[config.mk]
export PLATFORM = sky130hd
export DESIGN_NAME = dvid_tx
export DESIGN_NICKNAME = d
export VERILOG_FILES = /design/src/rtl/dvid_tx.sv
export SDC_FILE = /design/constraint.sdc
export NUM_CORES = 1
export LEC_CHECK = 0
export CAP_MARGIN = 15
export CORE_MARGIN = 2
export CORE_UTILIZATION = 50
export CTS_CLUSTER_DIAMETER = 30
export DETAILED_ROUTE_END_ITERATION = 10
export GPL_ROUTABILITY_DRIVEN = 0
export PLACE_DENSITY = 0.72
export RECOVER_POWER = 25
export SLEW_MARGIN = 25
export SYNTH_ARGS = -nofsm -noshare
export SYNTH_HDL_FRONTEND = slang
export SYNTH_SLANG_ARGS = --single-unit
[constraint.sdc]
create_clock -name clock -period 9.7 [get_ports clock]
set_input_delay 0.97 -clock clock [delete_from_list [all_inputs] [get_ports clock]]
set_output_delay 0.97 -clock clock [all_outputs]
set_load 0.1 [all_outputs]
[src/rtl/dvid_tx.sv]
`default_nettype none
// ============================================================================
//  Module   : dvid_tx
//  Purpose  : DVI-D transmitter core. TMDS 8b/10b encodes a 3-bit-per-colour
//             pixel stream into three data channels plus one clock channel.
//             Each 10-bit symbol is serialized as 2-bit pairs, LSB pair first,
//             for downstream DDR output cells. Runs on the 5x pixel clock.
//  Revision : 1.0  initial release
// ============================================================================
module dvid_tx #(
  parameter logic [9:0] CLK_SYMBOL = 10'b0000011111
) (
  input  logic       clock,
  input  logic       reset,
  input  logic [2:0] red,
  input  logic [2:0] green,
  input  logic [2:0] blue,
  input  logic       hsync,
  input  logic       vsync,
  input  logic       blank,
  output logic       pixel_strobe,
  output logic [1:0] out_ch0,
  output logic [1:0] out_ch1,
  output logic [1:0] out_ch2,
  output logic [1:0] out_ch3
);

  // Control tokens, indexed by {C1,C0}
  localparam logic [9:0] c_CTRL_00 = 10'b1101010100;
  localparam logic [9:0] c_CTRL_01 = 10'b0010101011;
  localparam logic [9:0] c_CTRL_10 = 10'b0101010100;
  localparam logic [9:0] c_CTRL_11 = 10'b1010101011;

  // TMDS encoder for one channel. Returns {next_disparity[4:0], symbol[9:0]}.
  function automatic logic [14:0] tmds_encode(
    input logic [7:0]        d,
    input logic [1:0]        ctrl,
    input logic              is_blank,
    input logic signed [4:0] cnt
  );
    logic [8:0]        qm;
    logic [3:0]        n1d;
    logic [3:0]        n1q;
    logic              use_xnor;
    logic signed [4:0] diff;
    logic [9:0]        q;
    logic signed [4:0] cnt_n;

    n1d = 4'd0;
    for (int i = 0; i < 8; i++) n1d = n1d + {3'b000, d[i]};
    // Choose XNOR chaining when the byte is ones-heavy to minimise transitions
    use_xnor = (n1d > 4'd4) || ((n1d == 4'd4) && !d[0]);

    qm[0] = d[0];
    for (int i = 1; i < 8; i++) qm[i] = use_xnor ? ~(qm[i-1] ^ d[i]) : (qm[i-1] ^ d[i]);
    qm[8] = ~use_xnor;

    n1q = 4'd0;
    for (int i = 0; i < 8; i++) n1q = n1q + {3'b000, qm[i]};
    // ones minus zeros of q_m[7:0] = 2*n1 - 8, range -8..8
    diff = $signed({n1q, 1'b0}) - 5'sd8;

    if (is_blank) begin
      cnt_n = 5'sd0;
      case (ctrl)
        2'b00:   q = c_CTRL_00;
        2'b01:   q = c_CTRL_01;
        2'b10:   q = c_CTRL_10;
        default: q = c_CTRL_11;
      endcase
    end else if ((cnt == 5'sd0) || (diff == 5'sd0)) begin
      q     = {~qm[8], qm[8], (qm[8] ? qm[7:0] : ~qm[7:0])};
      cnt_n = qm[8] ? (cnt + diff) : (cnt - diff);
    end else if (((cnt > 5'sd0) && (diff > 5'sd0)) || ((cnt < 5'sd0) && (diff < 5'sd0))) begin
      q     = {1'b1, qm[8], ~qm[7:0]};
      cnt_n = cnt + (qm[8] ? 5'sd2 : 5'sd0) - diff;
    end else begin
      q     = {1'b0, qm[8], qm[7:0]};
      cnt_n = cnt - (qm[8] ? 5'sd0 : 5'sd2) + diff;
    end

    return {cnt_n, q};
  endfunction

  logic [2:0] r_phase;
  logic       r_strobe;
  logic       w_load;
  logic [7:0] w_data [3];
  logic [1:0] w_ctrl [3];
  logic [9:0] r_shift3;
  logic [1:0] r_out3;

  assign w_load = (r_phase == 3'd0);

  // Pixel phase counter 0..4; strobe is registered so it is high while phase==4
  always_ff @(posedge clock) begin
    if (reset) begin
      r_phase  <= 3'd0;
      r_strobe <= 1'b0;
    end else begin
      r_phase  <= (r_phase == 3'd4) ? 3'd0 : (r_phase + 3'd1);
      r_strobe <= (r_phase == 3'd3);
    end
  end

  // Expand 3-bit colours to 8 bits and route control bits per channel
  always_comb begin
    w_data[0] = {blue,  blue,  blue[2:1]};
    w_data[1] = {green, green, green[2:1]};
    w_data[2] = {red,   red,   red[2:1]};
    w_ctrl[0] = {vsync, hsync};
    w_ctrl[1] = 2'b00;
    w_ctrl[2] = 2'b00;
  end

  genvar gi;
  generate
    for (gi = 0; gi < 3; gi++) begin : g_chan
      logic [14:0]       w_enc;
      logic [9:0]        r_sym;
      logic [9:0]        r_shift;
      logic signed [4:0] r_cnt;
      logic [1:0]        r_out;

      // Encode the live inputs against this channel's running disparity
      always_comb w_enc = tmds_encode(w_data[gi], w_ctrl[gi], blank, r_cnt);

      // Capture/encode at phase 0, hand the previous symbol to the serializer
      always_ff @(posedge clock) begin
        if (reset) begin
          r_sym   <= c_CTRL_00;
          r_shift <= c_CTRL_00;
          r_cnt   <= 5'sd0;
          r_out   <= 2'b00;
        end else begin
          r_out <= r_shift[1:0];
          if (w_load) begin
            r_sym   <= w_enc[9:0];
            r_cnt   <= w_enc[14:10];
            r_shift <= r_sym;
          end else begin
            r_shift <= {2'b00, r_shift[9:2]};
          end
        end
      end
    end
  endgenerate

  // Clock channel: the same fixed symbol every pixel, serialized like the data
  always_ff @(posedge clock) begin
    if (reset) begin
      r_shift3 <= CLK_SYMBOL;
      r_out3   <= 2'b00;
    end else begin
      r_out3 <= r_shift3[1:0];
      if (w_load) r_shift3 <= CLK_SYMBOL;
      else        r_shift3 <= {2'b00, r_shift3[9:2]};
    end
  end

  assign pixel_strobe = r_strobe;
  assign out_ch0      = g_chan[0].r_out;
  assign out_ch1      = g_chan[1].r_out;
  assign out_ch2      = g_chan[2].r_out;
  assign out_ch3      = r_out3;

endmodule
`default_nettype wire

After elaboration in Yosys (flattened, before gate mapping). Cells that the tools add are included.

Add/subtract/negate cells: 64. Order comparisons: 15. Eq/ne operators: 7. Mux-type cells: 55. Bitwise logic cells: 48. Reductions and logical operators: 31.

Operators by type and width (count): 10-bit 2-to-1 mux (12); 4-bit by 1-bit adder with 4-bit output (24); 5-bit 2-to-1 mux (12); 5-bit adder (6); 5-bit by 1-bit greater-than comparator with 1-bit output (second input constant) (6); 5-bit zero test (6); 5-bit by 1-bit < comparator with 1-bit output (second input constant) (6); 10-bit one-hot mux with 3 select lines (1); 5-bit subtractor (6); 3-bit by 1-bit adder with 4-bit output (6); 8-bit 2-to-1 mux (3); 1-bit inverter (24); 8-bit inverter (3); 1-bit 2-to-1 mux (21); 1-bit bitwise XOR (21); 2-bit by 1-bit adder with 3-bit output (6); 5-bit by 3-bit adder with 5-bit output (3); 5-bit by 3-bit subtractor with 5-bit output (3); 5-bit subtractor (second input constant) (3); 1-bit by 1-bit adder with 2-bit output (6); 4-bit by 3-bit equality test with 1-bit output (second input constant) (3); 4-bit by 3-bit greater-than comparator with 1-bit output (second input constant) (3); 2-bit 2-to-1 mux (6); 1-bit logical AND (9); other kinds (10) (21).

Register bits after elaboration: 97. Bits of input ports: 14. Output and inout bits: 9.

Longest topological paths before layout.
Depth after elaboration: 37. Mapped depth: 19.

Worst setup path before layout. No wires, ideal clock.

Path type: input to register. Start: input green[0]. End: register g_chan[1].r_cnt[4]. Setup time: 0.122 ns. Arrival: 4.830 ns. Required time: 9.578 ns. Setup slack: 4.748 ns. Stages on the path: 16. Path buffers: 1. Cell sequence: fa_1 -> buf_2 -> xor2_1 -> xnor2_1 -> fa_1 -> ha_1 -> ha_1 -> ha_1 -> a21o_1 -> ha_1 -> a21o_1 -> a21oi_1 -> xor2_1 -> mux2i_1 -> xnor2_1 -> a221o_1.

Word-level cells in the longest chain between the ends: 36.

Ends and longest elaborated chain: from (decl) (line 16) `input logic [2:0] green,`; branches (longest 34 deep; another with 3-bit by 1-bit adder with 4-bit output); 5-bit 2-to-1 mux (*) (line 71) `end else if ((cnt == 5'sd0) || (diff == 5'sd0)) begin`; 5-bit 2-to-1 mux (*) (line 63) `if (is_blank) begin`; to (signal assigned) (line 139) `r_cnt <= w_enc[14:10];`; to (decl) (line 122) `logic signed [4:0] r_cnt;`.

Every way passes the cells marked *. A chain may end at the register's enable or synchronous reset.

Worst setup path after layout.
Start: input blue[0]. End: register g_chan[0].r_sym[2].

Word-level cells in the longest chain between the ends: 36.

Ends and longest elaborated chain: from (decl) (line 17) `input logic [2:0] blue,`; branches (longest 34 deep; another with 3-bit by 1-bit adder with 4-bit output); 10-bit 2-to-1 mux (*) (line 71); 10-bit 2-to-1 mux (*) (line 63); to (signal assigned) (line 131) `r_sym <= c_CTRL_00;`; to (signal assigned) (line 138) `r_sym <= w_enc[9:0];`; to (decl) (line 120) `logic [9:0] r_sym;`.

Marked as above.

==> key figures <==
Global route
  – Overall Global Routing Usage: 0.1883
  – Global-route wire length before repair: 19800 um
  – Initial antenna violation count: 0
  – Total grt overflow: 0
  – Largest net degree at the start of global routing: 52
  – Vias in the first global route: 4361

Final layout
  – ANT cells: 0
  – Multi-input gate area: 3761 um2
  – Syn-to-layout area delta: 11.27%
  – Most frequent cells in the layout: 87 x nand2_1, 86 x dfxtp_1, 63 x inv_1
  – Register area: 1722 um2
  – Post-layout util: 0.5683
  – Share of cells above drive strength 1: 0.06193
  – Nets: 751
  – Filler cells: 996
  – Commonest non-fill, non-tap cell in the layout: nand2_1

Run status
  – Failing checks: max-capacitance violations, max-slew violations
  – Status: finished with violations

Critical path
  – Worst-path fanout max: 9
  – Worst Path Required: 9.92 ns
  – Slowest stage delay, CP: 0.73 ns
  – CP Capture Type: register
  – RR Startpoint: g_chan[1].r_cnt[1]
  – WS Path Type: in2reg
  – CP Launch Type: input pin
  – Critical path's slowest cell: clkdlybuf4s50_1
  – Worst path arrival time: 6.09 ns
  – Worst path cell trace: clkdlybuf4s50_1, inv_1, fa_1, xor2_1, xnor2_1, inv_1, fa_1, inv_1, fa_1, ha_1, a31o_2, nand2_1, xor2_1, ha_1, a21oi_2, o21ai_2, xor2_1, a221o_1
  – Critical Path Start: blue[0]

Clock tree
  – Clock root cell: clkbuf_16
  – Post-CTS setup buffers: 0
  – Skew-Pair Late Insertion Delay: 0.34 ns
  – Clk sinks: 86
  – H-tree depth: 3
  – Post-cts resize count: 0
  – CTS hold repair buffers: 0
  – CTS tree: done
  – CTS clk-pin slew, worst paths: 0.06 ns
  – CTS Buffer Depth: 2
  – CTS Buf Count: 9

Power and ir drop
  – Sequential power share: 0.240
  – Sw power: 829.8 uW
  – Clock power share: 0.179
  – Internal power: 1.134 mW
  – Worst vdd ir: 0.0001599 V
  – Gate power share: 0.581
  – Leak Pwr: 2.876 nW
  – Power Total: 1.963 mW
  – Pwr dens: 303.9 nW/um2
  – Sw Share: 0.4226

Run
  – Max capacitance violation total: 1

Timing
  – Final Critical Period: 5.871 ns
  – Post-Route Setup TNS: 0 ns
  – Final setup fails: 0
  – Setup WS post-layout: 3.829 ns
  – Measured slew at the worst slew-check pin: 1.967 ns
  – Max-slew violations: 52
  – Worst Clk Skew: 0.009539 ns
  – Worst hold margin: 0.4236 ns
  – RSZ-0062 raised after global routing: false
  – Final period util: 0.6052
  – Hold Violations, Final: 0
  – Max-slew headroom: -0.3111
  – Fmax: 170.3 MHz

Floorplanning
  – Die ar.: 12490 um2
  – Ports: 23
  – Overall die height: 111.8 um
  – Width of the die: 111.8 um
  – FP Rows: 39
  – Core area: 11370 um2
  – Starting Density: 0.5107

Detailed routing
  – Via Count: 4384
  – Routed WL: 11160 um
  – DR vias/cell: 5.446
  – Initial drt markers: 200
  – Drt pass-1 iters: 5
  – Remaining antenna violation count after routing: 0
  – DR WL/cell: 13.87 um
  – DRC Markers: 0

Min path
  – Worst hold path type: reg2reg
  – Hold_sp: r_shift3[3]

Yosys
  – Synth Register Bits: 86
  – Ys Warns: 0
  – Syn_nets: 738
  – Synth Area in XOR/XNOR: 0.1138
  – Syn Inst Count: 644
  – Synth Area in Compound Gates: 0.1454
  – Unique masters post-synth: 56
  – Post-Synth Simple-Gate Area: 0.1351
  – Largest family of logic cells by synthesized area: adder cells
  – Post-synthesis adder-cell area fraction: 0.2060
  – Cell Area, Synth: 5807 um2
  – Post-synthesis mux area share: 0.04611
  – Synthesized area per cell: 9.017 um2
  – Seq/Total Area, Yosys: 0.2965

Place
  – DP Wirelength: 8064 um
  – Post-Place Worst Slack: 3.528 ns
  – Port bufs: 22
## area by class of cell
cell class / instances / share of cell area
clock buffer: 10 / 0.03699
tap: 143 / 0.02769
sequential: 86 / 0.2665
clock inverter: 6 / 0.01084
inverter: 63 / 0.03660
multi-input combinational: 470 / 0.5821
timing repair buffer: 27 / 0.03931
## worst paths after layout
path	cells past startpoint	slack (ns)	to
max reg2reg	11	7.02	g_chan[1].r_cnt[4]
min	1	0.42	r_shift3[2]
min reg2reg	1	0.42	r_shift3[2]
max	18	3.83	g_chan[0].r_sym[2]
## critical path: cells and delay by family
family	cells	cell delay (ns)
AO/OA/AOI/OAI	4	1.18
XOR/XNOR	4	0.92
AND/OR/NAND/NOR	1	0.14
adder cells (fa/ha/maj)	5	1.81
buffers and inverters	4	1.08
## per-layer routing
| metal | global-route usage | up-vias | part of all wire | routed length [um] |
|---|---|---|---|---|
| li1 | - | 2165 | - | - |
| met1 | 0.2408 | 2129 | 0.47 | 5222 |
| met2 | 0.3325 | 81 | 0.49 | 5470 |
| met4 | 0.04444 | 0 | 0.0089 | 99 |
| met5 | 0 | - | 0 | 0 |
| met3 | 0.03212 | 9 | 0.033 | 370 |
## flip-flops by register name, indices dropped and copies added, names as in the netlist
signal          cells
out_ch2             2
out_ch0             2
out_ch3             2
r_shift3            3
g_chan.r_sym       29
g_chan.r_cnt       12
pixel_strobe        1
g_chan.r_shift     30
out_ch1             2
r_phase             3
## power groups by stage
stage                     clock network (mW)  registers (mW)  logic [mW]
after global placement                     0           0.476        1.09
after global routing                   0.372           0.481        1.29
final                                  0.351           0.472        1.14
after CTS                              0.358           0.472        1.15
after detailed placement                   0           0.479        1.14
after floorplan                            0           0.486       0.904
## logic make-up (layout without fill, tap and decap cells)
logic type	after synthesis	after routing
flip-flops	86	86
multiplexers	25	25
XOR/XNOR	72	72
AO/OA/AOI/OAI	123	123
AND/OR/NAND/NOR	170	170
adder cells (fa/ha/maj)	80	80
buffers and inverters	88	106
## through the flow
step	instance area [um2]	instances
3_3_place_gp	6156	789
3_5_place_dp	6156	789
4_1_cts	6465	805
6_report	6461	805
2_1_floorplan	5807	644
5_1_grt	6461	805
## cells in the mapped netlist (all sizes together)
cell type | count | area [um2]
o21bai | 3 | 22.52
a31o | 1 | 8.760
buf | 3 | 12.51
o22ai | 2 | 12.51
o211ai | 2 | 15.01
a21o | 18 | 135.1
a31oi | 1 | 6.260
nor4 | 1 | 6.260
nor3 | 11 | 55.05
a22o | 2 | 17.52
xnor3 | 1 | 23.77
clkbuf | 22 | 82.58
nand3 | 2 | 10.01
nand3b | 9 | 67.56
xnor2 | 45 | 401.6
inv | 63 | 236.5
dfxtp | 86 | 1722
nand2 | 87 | 326.6
and3 | 2 | 12.51
mux2 | 4 | 45.04
nor3b | 1 | 7.510
a311oi | 2 | 52.55
or4 | 1 | 7.510
o21ai | 27 | 157.7
nor2 | 32 | 130.1
o22a | 2 | 17.52
a221oi | 3 | 26.28
a22oi | 1 | 7.510
a21oi | 44 | 227.7
nand2b | 4 | 25.02
xor2 | 26 | 235.2
or3 | 4 | 25.02
mux2i | 21 | 222.7
a32o | 1 | 10.01
nor2b | 12 | 75.07
a221o | 5 | 50.05
fa | 26 | 520.5
o221ai | 2 | 17.52
ha | 54 | 675.7
o31ai | 1 | 7.510
nor4b | 2 | 23.77
and2 | 2 | 12.51
a32oi | 5 | 43.79
a211o | 1 | 8.760
No activity file was read; power rests on OpenSTA's default activity.
